File: src/rtl/ps2_device_tx.sv
// Keyboard-side PS/2 transmitter: converts key events into device-to-host frames,
// prefixing break events with a 0xF0 frame.
module ps2_device_tx #(
  parameter int unsigned CLK_DIV    = 50,
  parameter int unsigned GAP_CYCLES = 100
) (
  input  logic       clk,
  input  logic       rst,
  input  logic       ev_valid,
  output logic       ev_ready,
  input  logic [7:0] ev_code,
  input  logic       ev_break,
  output logic       ps2_clk,
  output logic       ps2_data,
  output logic       busy,
  output logic [7:0] frame_cnt
);

  localparam int unsigned FRAME_W = 11;
  localparam int unsigned IDX_W   = 4;
  localparam int unsigned CNT_MAX = (CLK_DIV > GAP_CYCLES) ? CLK_DIV : GAP_CYCLES;
  localparam int unsigned CNT_W   = (CNT_MAX > 2) ? $clog2(CNT_MAX) : 1;

  localparam logic [CNT_W-1:0] DIV_LAST  = CNT_W'(CLK_DIV - 1);
  localparam logic [CNT_W-1:0] GAP_LAST  = CNT_W'(GAP_CYCLES - 1);
  localparam logic [IDX_W-1:0] IDX_LAST  = IDX_W'(FRAME_W - 1);
  localparam logic [7:0]       BREAK_PFX = 8'hF0;

  typedef enum logic [2:0] {
    S_IDLE,
    S_LOAD,
    S_BIT_HI,
    S_BIT_LO,
    S_GAP
  } state_e;

  state_e               state_q, state_d;
  logic [CNT_W-1:0]     cnt_q, cnt_d;
  logic [IDX_W-1:0]     idx_q, idx_d;
  logic [FRAME_W-1:0]   frame_q, frame_d;
  logic [7:0]           code_q, code_d;
  logic                 brk_q, brk_d;
  logic                 pfx_done_q, pfx_done_d;
  logic                 cur_pfx_q, cur_pfx_d;
  logic                 ps2_clk_q, ps2_clk_d;
  logic                 ps2_data_q, ps2_data_d;
  logic                 busy_q, busy_d;
  logic                 ev_ready_q, ev_ready_d;
  logic [7:0]           frame_cnt_q, frame_cnt_d;
  logic [7:0]           byte_sel;

  // Next-state and registered-output computation; outputs follow the next state.
  always_comb begin
    state_d     = state_q;
    cnt_d       = cnt_q;
    idx_d       = idx_q;
    frame_d     = frame_q;
    code_d      = code_q;
    brk_d       = brk_q;
    pfx_done_d  = pfx_done_q;
    cur_pfx_d   = cur_pfx_q;
    ps2_clk_d   = ps2_clk_q;
    ps2_data_d  = ps2_data_q;
    frame_cnt_d = frame_cnt_q;
    byte_sel    = code_q;

    case (state_q)
      S_IDLE: begin
        if (ev_valid && ev_ready_q) begin
          code_d     = ev_code;
          brk_d      = ev_break;
          pfx_done_d = 1'b0;
          state_d    = S_LOAD;
        end
      end
      S_LOAD: begin
        cur_pfx_d  = brk_q && !pfx_done_q;
        byte_sel   = cur_pfx_d ? BREAK_PFX : code_q;
        pfx_done_d = brk_q;
        frame_d    = {1'b1, ~^byte_sel, byte_sel, 1'b0};
        idx_d      = '0;
        cnt_d      = '0;
        ps2_clk_d  = 1'b1;
        ps2_data_d = 1'b0;
        state_d    = S_BIT_HI;
      end
      S_BIT_HI: begin
        if (cnt_q == DIV_LAST) begin
          cnt_d     = '0;
          ps2_clk_d = 1'b0;
          state_d   = S_BIT_LO;
        end else begin
          cnt_d = cnt_q + CNT_W'(1);
        end
      end
      S_BIT_LO: begin
        if (cnt_q == DIV_LAST) begin
          cnt_d     = '0;
          ps2_clk_d = 1'b1;
          if (idx_q == IDX_LAST) begin
            ps2_data_d  = 1'b1;
            frame_cnt_d = frame_cnt_q + 8'(1);
            state_d     = S_GAP;
          end else begin
            idx_d      = idx_q + IDX_W'(1);
            frame_d    = {1'b1, frame_q[FRAME_W-1:1]};
            ps2_data_d = frame_q[1];
            state_d    = S_BIT_HI;
          end
        end else begin
          cnt_d = cnt_q + CNT_W'(1);
        end
      end
      S_GAP: begin
        if (cnt_q == GAP_LAST) begin
          cnt_d   = '0;
          state_d = cur_pfx_q ? S_LOAD : S_IDLE;
        end else begin
          cnt_d = cnt_q + CNT_W'(1);
        end
      end
      default: state_d = S_IDLE;
    endcase

    ev_ready_d = (state_d == S_IDLE);
    busy_d     = (state_d != S_IDLE);
  end

  always_ff @(posedge clk) begin
    if (rst) begin
      state_q     <= S_IDLE;
      cnt_q       <= '0;
      idx_q       <= '0;
      frame_q     <= '1;
      code_q      <= '0;
      brk_q       <= 1'b0;
      pfx_done_q  <= 1'b0;
      cur_pfx_q   <= 1'b0;
      ps2_clk_q   <= 1'b1;
      ps2_data_q  <= 1'b1;
      busy_q      <= 1'b0;
      ev_ready_q  <= 1'b1;
      frame_cnt_q <= '0;
    end else begin
      state_q     <= state_d;
      cnt_q       <= cnt_d;
      idx_q       <= idx_d;
      frame_q     <= frame_d;
      code_q      <= code_d;
      brk_q       <= brk_d;
      pfx_done_q  <= pfx_done_d;
      cur_pfx_q   <= cur_pfx_d;
      ps2_clk_q   <= ps2_clk_d;
      ps2_data_q  <= ps2_data_d;
      busy_q      <= busy_d;
      ev_ready_q  <= ev_ready_d;
      frame_cnt_q <= frame_cnt_d;
    end
  end

  assign ev_ready  = ev_ready_q;
  assign ps2_clk   = ps2_clk_q;
  assign ps2_data  = ps2_data_q;
  assign busy      = busy_q;
  assign frame_cnt = frame_cnt_q;

endmodule

File: config.mk
export PLATFORM = sky130hd
export DESIGN_NAME = ps2_device_tx
export DESIGN_NICKNAME = d
export VERILOG_FILES = /design/src/rtl/ps2_device_tx.sv
export SDC_FILE = /design/constraint.sdc
export NUM_CORES = 1
export LEC_CHECK = 0
export ABC_AREA = 1
export ABC_CLOCK_PERIOD_IN_PS = 1610
export BUFFER_PORTS_ARGS = -buffer_cell sky130_fd_sc_hd__buf_2
export CELL_PAD_IN_SITES_DETAIL_PLACEMENT = 2
export CELL_PAD_IN_SITES_GLOBAL_PLACEMENT = 2
export CORE_ASPECT_RATIO = 0.9
export CORE_MARGIN = 3
export CORE_UTILIZATION = 33
export CTS_CLUSTER_SIZE = 20
export DETAILED_ROUTE_END_ITERATION = 8
export PLACE_DENSITY_LB_ADDON = 0.08
export SLEW_MARGIN = 20
export SYNTH_ARGS = -nofsm -noshare
export SYNTH_HDL_FRONTEND = slang
export SYNTH_SLANG_ARGS = --single-unit
File: constraint.sdc
create_clock -name clk -period 1.61 [get_ports clk]
set_input_delay 0.0805 -clock clk [delete_from_list [all_inputs] [get_ports clk]]
set_output_delay 0.0805 -clock clk [all_outputs]
set_load 0.05 [all_outputs]
=== Yosys cells after proc, flatten, opt, wreduce, memory -nomap -nowiden ===
Index checks and enable logic that the tools add are counted.

* Add/sub/neg operators: 3
* Multipliers: 0
* Divide/modulo/power cells: 0
* $lt $le $gt $ge: 0
* Equal/unequal tests: 11
* Shift operators: 0
* Muxes and demuxes: 25
* Bitwise gates (word level): 0
* Reductions and logical operators: 18

{| class="wikitable"
|+ Operators by type and width
! kind !! number
|-
| 11-bit two-way mux || 2
|-
| 11-bit one-hot mux with 2 select lines || 1
|-
| 7-bit one-hot mux with 3 select lines || 1
|-
| 3-bit two-way mux || 5
|-
| 3-bit one-hot mux with 5 select lines || 1
|-
| 7-bit two-way mux || 2
|-
| 3-bit AND reduction || 3
|-
| 3-bit nonzero test || 3
|-
| 8-bit by 1-bit adder with 8-bit output, second input constant || 1
|-
| 4-bit two-way mux || 2
|-
| 8-bit two-way mux || 1
|-
| 2-bit inequality test, second input constant || 4
|-
| 4-bit one-hot mux with 2 select lines || 1
|-
| 8-bit XNOR reduction || 1
|-
| 7-bit by 1-bit adder with 7-bit output, second input constant || 1
|-
| 7-bit by 6-bit == test with 1-bit output, second input constant || 1
|-
| 7-bit == test, second input constant || 1
|-
| 3-bit by 2-bit == test with 1-bit output, second input constant || 2
|-
| 3-bit zero test || 2
|-
| 1-bit two-way mux || 6
|-
| 2-bit AND reduction || 3
|-
| 4-bit by 1-bit adder with 4-bit output, second input constant || 1
|-
| 4-bit == test, second input constant || 1
|-
| 1-bit one-hot mux with 2 select lines || 2
|-
| other kinds (7) || 9
|}

* Bits in registers: 48
* Latch bits: 0
* RAM bits: 0
* ROM bits: 0
* Input bits: 12
* Memories kept: 0

=== Depth between registers and ports, before layout ===
* Depth in word-level cells: 5
* Depth in mapped cells: 11

=== Worst setup path before layout ===
No wires, ideal clock.

* Path type: flip-flop to flip-flop
* Start: reg frame_cnt_q[0], in the netlist frame_cnt[0]
* End: reg frame_cnt_q[7], in the netlist frame_cnt[7]
* Library setup time: 118 ps
* Arrival time: 1376 ps
* Data required time: 1492 ps
* Path slack: 116 ps
* Stages on the path, launching flop included: 8
* Buffers on the path: 0
* Period minus slack after synthesis: 1494 ps
* Path through: dfxtp_1 nand3_1 nor3_1 nand2_1 nor2_1 nand2_1 nand2_1 a21oi_1

* Longest elaborated chain between the ends: 1

{| class="wikitable"
|+ Ends and longest elaborated chain
! item !! RTL line !! RTL
|-
| start, declared || 49 || <nowiki>logic [7:0] frame_cnt_q, frame_cnt_d;</nowiki>
|-
| start signal, assigned || 157 || <nowiki>frame_cnt_q <= frame_cnt_d;</nowiki>
|-
| 8-bit by 1-bit adder with 8-bit output || 102 || <nowiki>frame_cnt_d = frame_cnt_q + 8'(1);</nowiki>
|}

No other way between the ends.
A chain may end at the register's enable or synchronous reset.

=== Worst setup path in the final report ===
* Start: reg idx_q[0]
* End: reg idx_q[0]

* Longest elaborated chain between the ends: 4
* Elaborated cells on any way between the ends: 7
* Those cells by class: add/sub: 1; eq/ne: 2; mux: 3; reduce/logical: 1

{| class="wikitable"
|+ Ends and longest elaborated chain
! item !! RTL line !! RTL
|-
| start, declared || 39 || <nowiki>logic [IDX_W-1:0] idx_q, idx_d;</nowiki>
|-
| start signal, assigned || 147 || <nowiki>idx_q <= idx_d;</nowiki>
|-
| 4-bit by 1-bit adder with 4-bit output || 105 || <nowiki>idx_d = idx_q + IDX_W'(1);</nowiki>
|-
| 4-bit two-way mux || 100 || <nowiki>if (idx_q == IDX_LAST) begin</nowiki>
|-
| 4-bit two-way mux || 97 || <nowiki>if (cnt_q == DIV_LAST) begin</nowiki>
|-
| 4-bit one-hot mux with 2 select lines || 67 || <nowiki>case (state_q)</nowiki>
|}

Several ways; a longest one is shown, not always the timed one. The select of a mux whose other input is x is not followed.

==> out/qor.yml <==
start_util_pct: 35.0
ant_nets: 0
cts_buffer_depth: 2
die_w_microns: 95.0
hold_path.class: "input port to flop"
cp.required_ns: 1.81
num_rows: 28
seqCellArea_sq_um: 922
use_met3_pct: 3.16
cts_buffers: 5
clock-sinks: 46
synth_compound_area_share_pct: 15.6
dp_cells: 450
synth_top_family_by_area: "simple AND/OR/NAND/NOR gates"
clock-root-buffer: "clkbuf_8"
first_pass_iters: 4
coreArea_sq_mm: 0.00673
grt_antenna_before_repair: 0
setup_viol: 0
final-max-slew-violation-count: 0
fin_worst_skew_ns: 0.00519
final_area_sq_mm: 0.00282
cts_tree: "done"
powerDensity_mw_per_mm2: 1070
synth_fp_nets: 351
slew-limit-headroom_pct: 83.0
cts.htree.levels: 2
ys.flop_type: "dfxtp_1"
yosysSeqAreaShare_pct: 39.2
tightest_slew_ns: 0.252
synth-edff-count: 0
p_leak_nw: 1.34
ys_warn_count: 0
endpoint_kind: "flop"
synth-seq-cells: 46
grt_pass1_wl_microns: 12000
path_clk_slew_ns: 0.09
dieArea_sq_mm: 0.00817
instances_no_fill: 459
synthAdderAreaFrac_pct: 2.66
critPathMaxFanout: 19
overflow: 0
rsz0062_at_grt: "true"
drive_above_1_share_pct: 20.1
finalHoldViolCount: 0
wirelength_microns: 6870
drc: 0
status: "complete, no violations"
start_kind: "flop"
hpwl_microns: 5180
grt_use_total_pct: 18.6
fin_crit_ns: 1.51
fill_cells: 831
fin_util_pct: 42.0
grt_max_degree: 20
min_period_over_period_pct: 93.6
multi_input_area_sq_mm: 0.00126
power_mw: 3.03
postPlaceCellArea_sq_mm: 0.00263
vias_per_cell: 4.90
ctsHoldBuffers: 0
busiest_layer: "met2"
grt_pass1_vias: 2436
vias: 2249
drt_iter0_drc: 74
reg2reg_setup_slack_ns: 0.10
post_drt_wl_per_cell_microns: 15.0
fin_nets: 385
timing.final.ws_setup_ns: 0.103
grtUsageMet2_pct: 30.9
drv_cap: 0
synthMuxAreaShare_pct: 0
fmaxAchievable_mhz: 663
synthXorXnorAreaFrac_pct: 2.61
diodes: 0
yosys.area_share.simple_pct: 31.0
dieHeight_microns: 86.1
clkLatencyLatePin_ns: 0.30
use_met1_pct: 24.8
critical_path_class: "flop to flop"
cp.arrival_ns: 1.71
io-pin-count: 24
port_buffers: 23
syn_to_final_growth_pct: 20.1
pre_cts_ws_ns: 0.0415
gp_congestion: 0.772
syn-cell-area_sq_mm: 0.00235
vdd_drop_max_uv: 388
yosysUniqueCellTypes: 32
async_flop_share_pct: 0
syn_inst: 334
syn_area_per_cell_sq_um: 7.04
==> cell usage in the layout (no fill, tap or decap), types with 5 or more instances in the layout <==
master / synthesis / final
nand2_1: 85 / 82
dfxtp_1: 46 / 45
inv_1: 39 / 39
nor2_1: 31 / 31
o21ai_0: 26 / 24
buf_2: 4 / 23
nand3_1: 23 / 22
a21oi_1: 18 / 18
buf_4: 0 / 12
o21ai_1: 7 / 8
clkbuf_8: 0 / 6
nand2_4: 1 / 5
ha_1: 5 / 5
==> repair_timing <==
item	in CTS	in global routing
buffers inserted	0	1
gates cloned	0	0
resized for setup	2	11
endpoints found under the setup margin	7	18
pin swaps	0	1
hold endpoints to repair	0	0
==> sequential cells by signal, summed over array words and instances, names as in the netlist <==
| register | count |
|---|---|
| ev_ready | 1 |
| state_q | 3 |
| idx_q | 4 |
| cnt_q | 7 |
| ps2_clk | 1 |
| ps2_data | 1 |
| cur_pfx_q | 1 |
| pfx_done_q | 1 |
| frame_q | 9 |
| busy | 1 |
| brk_q | 1 |
| code_q | 8 |
| frame_cnt | 8 |
==> kinds of logic (layout without fill, tap and decap cells) <==
| group | count (synthesis) | in the layout |
|---|---|---|
| xor gates and xnor gates | 7 | 7 |
| AOI/OAI and AO/OA | 63 | 63 |
| and+or+nand+nor | 162 | 162 |
| buffers and inverters | 51 | 86 |
| DFF | 46 | 46 |
| adders and majority gates | 5 | 5 |
==> layout make-up <==
type	instances	area share (%)
inverter	42	5.59
clock buffer	6	2.93
sequential	46	32.7
clock inverter	2	2.13
tap	90	3.99
multi-input combinational	237	44.7
timing repair buffer	36	7.98
==> synth_stat cells (2+ instances only) <==
cell type,n,area [sq um]
buf_6,2,22.5
clkbuf_1,3,11.3
o21ai_0,26,130
o211ai_1,4,30.0
inv_2,2,7.51
a21oi_1,18,90.1
dfxtp_1,46,921
xor2_1,3,26.3
nand2_2,5,31.3
nor3_1,2,10.0
nand4_2,2,25.0
nor2_2,4,25.0
nor2_4,3,33.8
xnor2_1,4,35.0
nand4_1,3,18.8
o211ai_2,4,50.1
inv_1,39,146
nand3_1,23,115
ha_1,5,62.6
buf_2,4,20.0
nor2_1,31,116
nand2_1,85,319
o21ai_1,7,35.0
==> worst max-delay path, cell delays in order (launching register included) <==
cell     delay, ns
dfxtp_1       0.34
inv_1         0.06
ha_1          0.20
nand2_2       0.09
nor2_4        0.05
a21oi_4       0.20
nand2_4       0.11
buf_12        0.16
o21ai_1       0.14
a21oi_1       0.05
==> per-stage QoR <==
stage	hold WS, ns	setup TNS, ns
final	0.0217	0
after global routing	0.0421	-0.0165
after CTS	0.0201	0
after detailed placement	0.342	0
after global placement	0.331	0
after floorplan	0.225	0
==> report_power, final <==
| part | internal [mW] | total, mW | leakage [nW] | switching (mW) |
|---|---|---|---|---|
| combinational | 0.212 | 0.649 | 0.897 | 0.437 |
| sequential | 1.23 | 1.30 | 0.376 | 0.0671 |
| clock | 0.663 | 1.09 | 0.0714 | 0.426 |
==> path summary, 6_finish.rpt <==
kind,from,to,depth (start not counted)
worst min-delay path,ev_code[2],code_q[2]$_SDFFE_PP0P_,3
worst max-delay path,idx_q[0]$_SDFFE_PP0P_,idx_q[0]$_SDFFE_PP0P_,9
worst min register to register,frame_cnt[7]$_SDFFE_PP0P_,frame_cnt[7]$_SDFFE_PP0P_,2
worst max register to register,idx_q[0]$_SDFFE_PP0P_,idx_q[0]$_SDFFE_PP0P_,9
==> layer usage <==
layer / vias to the layer above / wire length, microns
li1: 1140 / -
met1: 1079 / 3400
met2: 23 / 3240
met3: 7 / 164
met4: 0 / 59
met5: - / 0
Note: power is estimated with default switching activity, not from simulation.
